--- config.mk ---
export PLATFORM = sky130hd
export DESIGN_NAME = sa_operand_sequencer_flat
export DESIGN_NICKNAME = d
export VERILOG_FILES = /design/src/rtl/sa_operand_sequencer_if.sv /design/src/rtl/sa_operand_sequencer.sv /design/src/flat_wrapper.sv
export SDC_FILE = /design/constraint.sdc
export NUM_CORES = 1
export LEC_CHECK = 0
export BUFFER_PORTS_ARGS = -buffer_cell sky130_fd_sc_hd__buf_2
export CORE_AREA = 4 4 78 94
export CTS_BUF_LIST = sky130_fd_sc_hd__clkbuf_8 sky130_fd_sc_hd__clkbuf_16
export DETAILED_ROUTE_END_ITERATION = 10
export DIE_AREA = 0 0 82 98
export MAX_ROUTING_LAYER = met4
export PLACE_DENSITY = 0.56
export SYNTH_ARGS = -nofsm -noshare
export SYNTH_HDL_FRONTEND = slang
export SYNTH_SLANG_ARGS = --single-unit
--- constraint.sdc ---
create_clock -name clk -period 2.75 [get_ports clk]
set_input_delay 0.1375 -clock clk [delete_from_list [all_inputs] [get_ports clk]]
set_output_delay 0.1375 -clock clk [all_outputs]
set_load 0.01 [all_outputs]
--- src/rtl/sa_operand_sequencer_if.sv ---
// Operand, adder and result signals of sa_operand_sequencer in one bundle.
// Both streams use valid/ready: a transfer happens on a posedge where valid and ready
// are both high; the sender holds its data stable while valid is high and ready is low.
interface sa_operand_sequencer_if #(
  parameter int WIDTH = 4
);
  logic             in_valid;
  logic             in_ready;
  logic [WIDTH-1:0] in_a;
  logic [WIDTH-1:0] in_b;

  logic [WIDTH-1:0] sa_data_a;
  logic [WIDTH-1:0] sa_data_b;
  logic             sa_reset;
  logic [WIDTH-1:0] sa_out;
  logic             sa_cout;

  logic             res_valid;
  logic             res_ready;
  logic [WIDTH-1:0] res_sum;
  logic             res_cout;

  modport slave (
    input  in_valid, in_a, in_b, sa_out, sa_cout, res_ready,
    output in_ready, sa_data_a, sa_data_b, sa_reset, res_valid, res_sum, res_cout
  );

  modport master (
    output in_valid, in_a, in_b, sa_out, sa_cout, res_ready,
    input  in_ready, sa_data_a, sa_data_b, sa_reset, res_valid, res_sum, res_cout
  );
endinterface

--- src/rtl/sa_operand_sequencer.sv ---
// Queues operand pairs, runs the serial_adder once per pair with a one-cycle reset pulse,
// and returns each captured sum/carry on a result stream.
module sa_operand_sequencer #(
  parameter int WIDTH     = 4,
  parameter int DEPTH     = 4,
  parameter int SA_CYCLES = 5
) (
  input  logic                  clk,
  input  logic                  reset,
  sa_operand_sequencer_if.slave bus,
  output logic [1:0]            dbg_state
);
  localparam int AW = $clog2(DEPTH);
  localparam int CW = $clog2(SA_CYCLES + 1);
  localparam logic [AW:0]   FULL     = (AW + 1)'(DEPTH);
  localparam logic [AW:0]   CNT_ONE  = (AW + 1)'(1);
  localparam logic [AW-1:0] PTR_ONE  = AW'(1);
  localparam logic [CW-1:0] RUN_LAST = CW'(SA_CYCLES);
  localparam logic [CW-1:0] RUN_ONE  = CW'(1);

  typedef enum logic [1:0] {IDLE, LOAD, RUN, HOLD} state_t;

  state_t           state;
  logic [WIDTH-1:0] mem_a [DEPTH];
  logic [WIDTH-1:0] mem_b [DEPTH];
  logic [AW-1:0]    wr_ptr;
  logic [AW-1:0]    rd_ptr;
  logic [AW:0]      count;
  logic [CW-1:0]    cnt;
  logic             push;
  logic             pop;
  logic             empty;

  assign empty        = (count == '0);
  assign bus.in_ready = (count != FULL);
  assign push         = bus.in_valid & bus.in_ready;
  // res_valid is always high in HOLD, so res_ready alone completes the result transfer.
  assign pop          = !empty && ((state == IDLE) || ((state == HOLD) && bus.res_ready));
  // The adder sits in reset with us, plus exactly the one LOAD cycle per launch.
  assign bus.sa_reset = reset | (state == LOAD);
  assign dbg_state    = state;

  always_ff @(posedge clk) begin
    if (push) begin
      mem_a[wr_ptr] <= bus.in_a;
      mem_b[wr_ptr] <= bus.in_b;
    end
  end

  always_ff @(posedge clk or posedge reset) begin
    if (reset) begin
      wr_ptr <= '0;
      rd_ptr <= '0;
      count  <= '0;
    end else begin
      if (push) wr_ptr <= wr_ptr + PTR_ONE;
      if (pop)  rd_ptr <= rd_ptr + PTR_ONE;
      case ({push, pop})
        2'b10:   count <= count + CNT_ONE;
        2'b01:   count <= count - CNT_ONE;
        default: count <= count;
      endcase
    end
  end

  always_ff @(posedge clk or posedge reset) begin
    if (reset) begin
      state         <= IDLE;
      cnt           <= '0;
      bus.sa_data_a <= '0;
      bus.sa_data_b <= '0;
      bus.res_valid <= 1'b0;
      bus.res_sum   <= '0;
      bus.res_cout  <= 1'b0;
    end else begin
      case (state)
        IDLE: begin
          if (pop) begin
            bus.sa_data_a <= mem_a[rd_ptr];
            bus.sa_data_b <= mem_b[rd_ptr];
            state         <= LOAD;
          end
        end
        LOAD: begin
          cnt   <= '0;
          state <= RUN;
        end
        RUN: begin
          if (cnt == RUN_LAST) begin
            bus.res_sum   <= bus.sa_out;
            bus.res_cout  <= bus.sa_cout;
            bus.res_valid <= 1'b1;
            state         <= HOLD;
          end else begin
            cnt <= cnt + RUN_ONE;
          end
        end
        HOLD: begin
          if (bus.res_ready) begin
            bus.res_valid <= 1'b0;
            if (pop) begin
              bus.sa_data_a <= mem_a[rd_ptr];
              bus.sa_data_b <= mem_b[rd_ptr];
              state         <= LOAD;
            end else begin
              state <= IDLE;
            end
          end
        end
        default: state <= IDLE;
      endcase
    end
  end
endmodule

--- src/flat_wrapper.sv ---
// flat-port wrapper written by rule: the top's interface ports become plain ports
module sa_operand_sequencer_flat 
#(
  parameter int WIDTH     = 4,
  parameter int DEPTH     = 4,
  parameter int SA_CYCLES = 5
)
  (clk, reset, dbg_state, bus_in_valid, bus_in_a, bus_in_b, bus_sa_out, bus_sa_cout, bus_res_ready, bus_in_ready, bus_sa_data_a, bus_sa_data_b, bus_sa_reset, bus_res_valid, bus_res_sum, bus_res_cout);
  sa_operand_sequencer_if #(.WIDTH(WIDTH)) bus_i ();
  input  logic clk;
  input  logic reset;
  output logic [1:0] dbg_state;
  input wire logic [$bits(bus_i.in_valid)-1:0] bus_in_valid;
  input wire logic [$bits(bus_i.in_a)-1:0] bus_in_a;
  input wire logic [$bits(bus_i.in_b)-1:0] bus_in_b;
  input wire logic [$bits(bus_i.sa_out)-1:0] bus_sa_out;
  input wire logic [$bits(bus_i.sa_cout)-1:0] bus_sa_cout;
  input wire logic [$bits(bus_i.res_ready)-1:0] bus_res_ready;
  output wire logic [$bits(bus_i.in_ready)-1:0] bus_in_ready;
  output wire logic [$bits(bus_i.sa_data_a)-1:0] bus_sa_data_a;
  output wire logic [$bits(bus_i.sa_data_b)-1:0] bus_sa_data_b;
  output wire logic [$bits(bus_i.sa_reset)-1:0] bus_sa_reset;
  output wire logic [$bits(bus_i.res_valid)-1:0] bus_res_valid;
  output wire logic [$bits(bus_i.res_sum)-1:0] bus_res_sum;
  output wire logic [$bits(bus_i.res_cout)-1:0] bus_res_cout;
  assign bus_i.in_valid = bus_in_valid;
  assign bus_i.in_a = bus_in_a;
  assign bus_i.in_b = bus_in_b;
  assign bus_i.sa_out = bus_sa_out;
  assign bus_i.sa_cout = bus_sa_cout;
  assign bus_i.res_ready = bus_res_ready;
  assign bus_in_ready = bus_i.in_ready;
  assign bus_sa_data_a = bus_i.sa_data_a;
  assign bus_sa_data_b = bus_i.sa_data_b;
  assign bus_sa_reset = bus_i.sa_reset;
  assign bus_res_valid = bus_i.res_valid;
  assign bus_res_sum = bus_i.res_sum;
  assign bus_res_cout = bus_i.res_cout;
  sa_operand_sequencer #(.WIDTH(WIDTH), .DEPTH(DEPTH), .SA_CYCLES(SA_CYCLES)) u_core (.clk(clk), .reset(reset), .bus(bus_i), .dbg_state(dbg_state));
endmodule
==> Word-level counts from Yosys, hierarchy flattened <==
Memories as Yosys holds them, arrays and structs flattened.
Index checks and enable logic that the tools add are counted.
Widths: inputs -> output; s select.
{ "classes": {"addsub": 5, "eq_ne": 11, "mux": 19, "n_bitwise": 2, "n_reduce_logical": 15} }
{ "op_table": {"columns": ["operator", "count"], "rows": [
  ["$mux 4", 4],
  ["$pmux 4 s2", 2],
  ["$pmux 3 s2", 2],
  ["$pmux 2 s4", 1],
  ["$reduce_bool 2->1", 4],
  ["$add 3x1->3 const B", 2],
  ["$eq 2x2->1 const B", 3],
  ["$mux 2", 3],
  ["$reduce_and 2->1", 3],
  ["$reduce_and 3->1", 2],
  ["$mux 1", 5],
  ["$add 2x1->2 const B", 2],
  ["$eq 2x1->1 const B", 2],
  ["$ne 2x1->1 const B", 2],
  ["$ne 2x2->1 const B", 2],
  ["$eq 3x3->1 const B", 1],
  ["$logic_not 3->1", 1],
  ["$mux 3", 1],
  ["$ne 3x3->1 const B", 1],
  ["$sub 3x1->3 const B", 1],
  ["$logic_and 1x1->1", 2],
  ["$logic_not 2->1", 1],
  ["$pmux 1 s2", 1],
  ["$and 1x1->1", 1],
  ["3 further kinds", 3]
]} }
{ "totals": {"register_bits": 26, "ramBits": 32, "inputBits": 17, "word_cells": 64, "n_memories": 2} }
{ "memory_table": {"columns": ["name", "words", "width", "rd", "rd_ports_with_merged_regs", "write_ports", "line", "source"], "rows": [
  ["u_core.mem_a", 4, 4, 1, 0, 1, "sa_operand_sequencer.sv:24", "logic [WIDTH-1:0] mem_a [DEPTH];"],
  ["u_core.mem_b", 4, 4, 1, 0, 1, "sa_operand_sequencer.sv:25", "logic [WIDTH-1:0] mem_b [DEPTH];"]
]} }

==> Logic depth before layout (Yosys ltp) <==
{ "depth": {"ltp_word": 7, "ltp_mapped": 10} }

==> Worst setup path before layout <==
No wires, ideal clock.
{ "synth_path": {"kind": "register to register", "from": "register u_core.count[0]", "to": "register u_core.count[2]", "arrival_time_ns": 2.033, "required_time_ns": 2.671, "slack_ns": 0.638, "path_stages_with_launch": 10, "path_buffers": 0, "period_less_slack_ns": 2.112, "path_cell_list": "dfrtp_1 -> or3b_4 -> and2_4 -> inv_1 -> ha_1 -> inv_1 -> fa_1 -> xor2_1 -> nor2_1 -> xor2_1"} }
{ "synth_between": {"word_cells_on_any_way": 11, "cone_classes": "add/sub: 2; eq/ne: 3; mux: 1; bitwise: 1; reduce/logical: 4"} }
{ "synth_rtl": {"columns": ["element", "line", "source"], "rows": [
  ["from (decl)", "sa_operand_sequencer.sv:28", "logic [AW:0] count;"],
  ["from (signal assigned)", "sa_operand_sequencer.sv:59", "2'b10: count <= count + CNT_ONE;"],
  ["from (signal assigned)", "sa_operand_sequencer.sv:60", "2'b01: count <= count - CNT_ONE;"],
  ["from (signal assigned)", "sa_operand_sequencer.sv:61", "default: count <= count;"],
  ["$ne 3x3->1 (*)", "sa_operand_sequencer.sv:35", "assign bus.in_ready = (count != FULL);"],
  ["named net bus_in_ready", "flat_wrapper.sv:19", "output wire logic [$bits(bus_i.in_ready)-1:0] bus_in_ready;"],
  ["$and 1x1->1 (*)", "sa_operand_sequencer.sv:36", "assign push = bus.in_valid & bus.in_ready;"],
  ["$eq 2x1->1 / $eq 2x2->1 (equally long branches)", "sa_operand_sequencer.sv:58", "case ({push, pop})"],
  ["$pmux 3 s2 / $reduce_bool 2->1 (equally long branches)", null, null]
]} }
Mark *: on every way through the listed nets, which the timed path passes. The rest lies on a longest branch.
A chain may end at the register's enable or synchronous reset.

==> Worst setup path in the final report <==
{ "layout_path": {"from": "register u_core.count[1]", "to": "register u_core.count[2]"} }
{ "layout_between": {"elab_chain_len": 5, "word_cells_on_any_way": 11, "cone_classes": "add/sub: 2; eq/ne: 3; mux: 1; bitwise: 1; reduce/logical: 4"} }
{ "layout_lines": {"columns": ["element", "line", "source"], "rows": [
  ["$logic_not 3->1", "sa_operand_sequencer.sv:34", "assign empty = (count == '0);"],
  ["$logic_not 1->1", "sa_operand_sequencer.sv:38", "assign pop = !empty && ((state == IDLE) || ((state == HOLD) && bus.res_ready));"],
  ["$logic_and 1x1->1", "sa_operand_sequencer.sv:38", null],
  ["$eq 2x1->1 / $eq 2x2->1 (equally long branches)", "sa_operand_sequencer.sv:58", null],
  ["$pmux 3 s2 / $reduce_bool 2->1 (equally long branches)", null, null]
]} }
Parallel ways exist; a longest one is shown, timed or not.

==> metrics.cfg <==
[die]
die_y_um=98
start_util=0.391
coreArea_um2=6410
row_count=32
die_w_um=82
fp.dieArea_um2=8040
io_pins=35

[routing]
initialDrtViolationCount=72
firstDrtPassIters=4
routedWlPerCell_um=14.9
routed_wl_um=4210
num_vias=1355
ant_nets=0
route.detailed.drc=0
via_per_inst=4.79

[hold_path]
min_from=bus_in_b[3]
whs_path_depth=1
hold_class=primary input to register
whs_endpoint=u_core.mem_b[1][3]

[finish]
seqCellArea_um2=1610
multi_input_area_um2=842
layout_common_cells=34 x buf_2, 32 x edfxtp_1, 26 x dfrtp_1
drive_gt1_frac=0.404
synthToLayoutAreaGrowth_pct=18.2
nets=223
nFillCells=604
insertedDiodeCount=0
layout_commonest_cell=buf_2

[yosys]
netlist_instances=150
yosysUniqueCellTypes=35
synth_top_area_frac=0.384
synth_top_area_cell=edfxtp_1
synth_nets=180
ys_ff_latch=58
synth-main-ff-cell=edfxtp_1
synth_seq_area_share=0.644
ys.warnings.count=0
synthesis.area_um2=2500
async_flop_share=0.448
synth-edff-count=32
synthTopCellsByArea=edfxtp_1 38%, dfrtp_1 26%, mux4_2 7.2%
syn_avg_cell_area_um2=16.7

[clock_tree]
path_clk_slew_ns=0.07
htreeDepth=3
clock_latency_ns=0.33
cts_tree=done
clock_path_buffers=2
cts_sinks=58
cts_buffers=9
post_cts_buffers=0
clock-root-buffer=clkbuf_8
cts_hold_buf=0
cts_resized=0

[grt]
grt_max_degree=27
grt_first_pass_wirelength_um=6870
grt_pass1_vias=1434
antenna_found_initial=0
gr-total-overflow=0
grt_use_total=0.121

[job]
drv_cap=0

[sta]
worst_slack_ns=0.515
report.final.hold_viol_count=0
clock_skew_ns=0.00830
tightest_slew_ns=1.03
tns_ns=0
max-slew-margin-rel=0.310
setup_viol=0
fmax_mhz=447
whs_ns=0.0219
slew_viol_final=0
period_minus_slack_ns=2.24
rsz0062_at_grt=no
fin_crit_sh=0.813

[setup_path]
cp_data_required_time_ns=3.00
criticalPathCategory=register to register
r2r_start=u_core.count[1]
start_kind=register
crit_fanout=6
ff2ff_setup_slack_ns=0.51
end_kind=register
reg2reg_to=u_core.count[2]
reg2regPathDepth=9
cp.arrival_ns=2.48

[power]
cellLeakagePower_nw=1.24
p_total_mw=3.40
power_density_nw_per_um2=1150
max-vdd-ir-drop_mv=0.539

[placed_design]
dp_slack_ns=0.512
place_congestion=0.771
io_buffers=34
dp_hpwl_um=2980

[status]
status=finished clean

-- synth_stat cells, drive strengths merged, types with 2 or more instances --
library cell and instances:
or3 2, dfrtp 26, nor3 2, ha 12, nand2 2, o31ai 3, buf 2, xnor2 2
a21oi 3, xor2 5, mux2 15, mux2i 2, mux4 8, edfxtp 32, nor2 5, and3 4
inv 10
-- report_power, final --
group          internal [mW]  leakage [nW]  total, mW  switching [mW]
logic                  0.644         0.528       1.21           0.567
registers               1.23         0.603       1.45           0.217
clock network          0.430         0.110      0.741           0.311
-- how the worst max path moves through the flow --
stage / start / to / slack (ns) / cells past startpoint
after global placement: u_core.count[0] / u_core.count[2] / 0.60 / 9
after detailed placement: u_core.count[1] / u_core.count[2] / 0.51 / 9
after CTS: u_core.count[1] / u_core.count[2] / 0.49 / 9
after floorplan: u_core.count[0] / u_core.count[2] / 0.64 / 9
after global routing: u_core.dbg_state[0] / u_core.count[2] / 0.34 / 10
final: u_core.count[1] / u_core.count[2] / 0.51 / 9
-- routing by layer --
layer | up-vias | global-route usage | share of wire
li1 | 646 | - | -
met1 | 669 | 0.137 | 0.41
met2 | 29 | 0.192 | 0.52
met3 | 11 | 0.0360 | 0.049
met4 | 0 | 0.0575 | 0.021
met5 | - | - | 0
-- metrics by stage --
step | instances | instance area (µm²) | util
after floorplan | 150 | 2500 | -
after global placement | 267 | 2770 | 0.432
after detailed placement | 267 | 2770 | 0.432
after CTS | 283 | 2960 | 0.462
after global routing | 283 | 2960 | 0.462
final | 283 | 2960 | 0.462
-- cell families (layout without fill, tap and decap cells) --
logic type	after synthesis	after routing	synth area share
simple gates	25	25	0.0640
xor+xnor	7	7	0.0245
compound gates	10	10	0.0310
flops	58	58	0.644
buf+inv	12	60	0.0195
fa+ha+maj	13	13	0.0680
mux	25	25	0.149
-- critical path, cell delays in order, from the launching register on --
cell,delay (ns)
dfrtp_1,0.41
or3b_4,0.44
and2_4,0.19
inv_1,0.05
ha_1,0.17
inv_1,0.06
fa_1,0.40
xor2_1,0.15
nor2_1,0.14
xor2_1,0.16
-- area by class of cell --
class                      instances  share of cell area
clock buffer                      10              0.0466
inverter                          10              0.0127
multi-input combinational         80               0.285
clock inverter                     6              0.0174
sequential                        58               0.545
timing repair buffer              34              0.0576
tap                               85              0.0360
-- registers in the layout, summed over array words and instances (netlist names) --
name and cells:
u_core.bus.sa_data_b 4, u_core.bus.sa_data_a 4, u_core.mem_a 16, u_core.count 3, u_core.cnt 3, u_core.bus.res_sum 4
u_core.bus.res_cout 1, u_core.wr_ptr 2, u_core.rd_ptr 2, u_core.mem_b 16, u_core.bus.res_valid 1, u_core.dbg_state 2
Power figures use the tool's default switching activity.
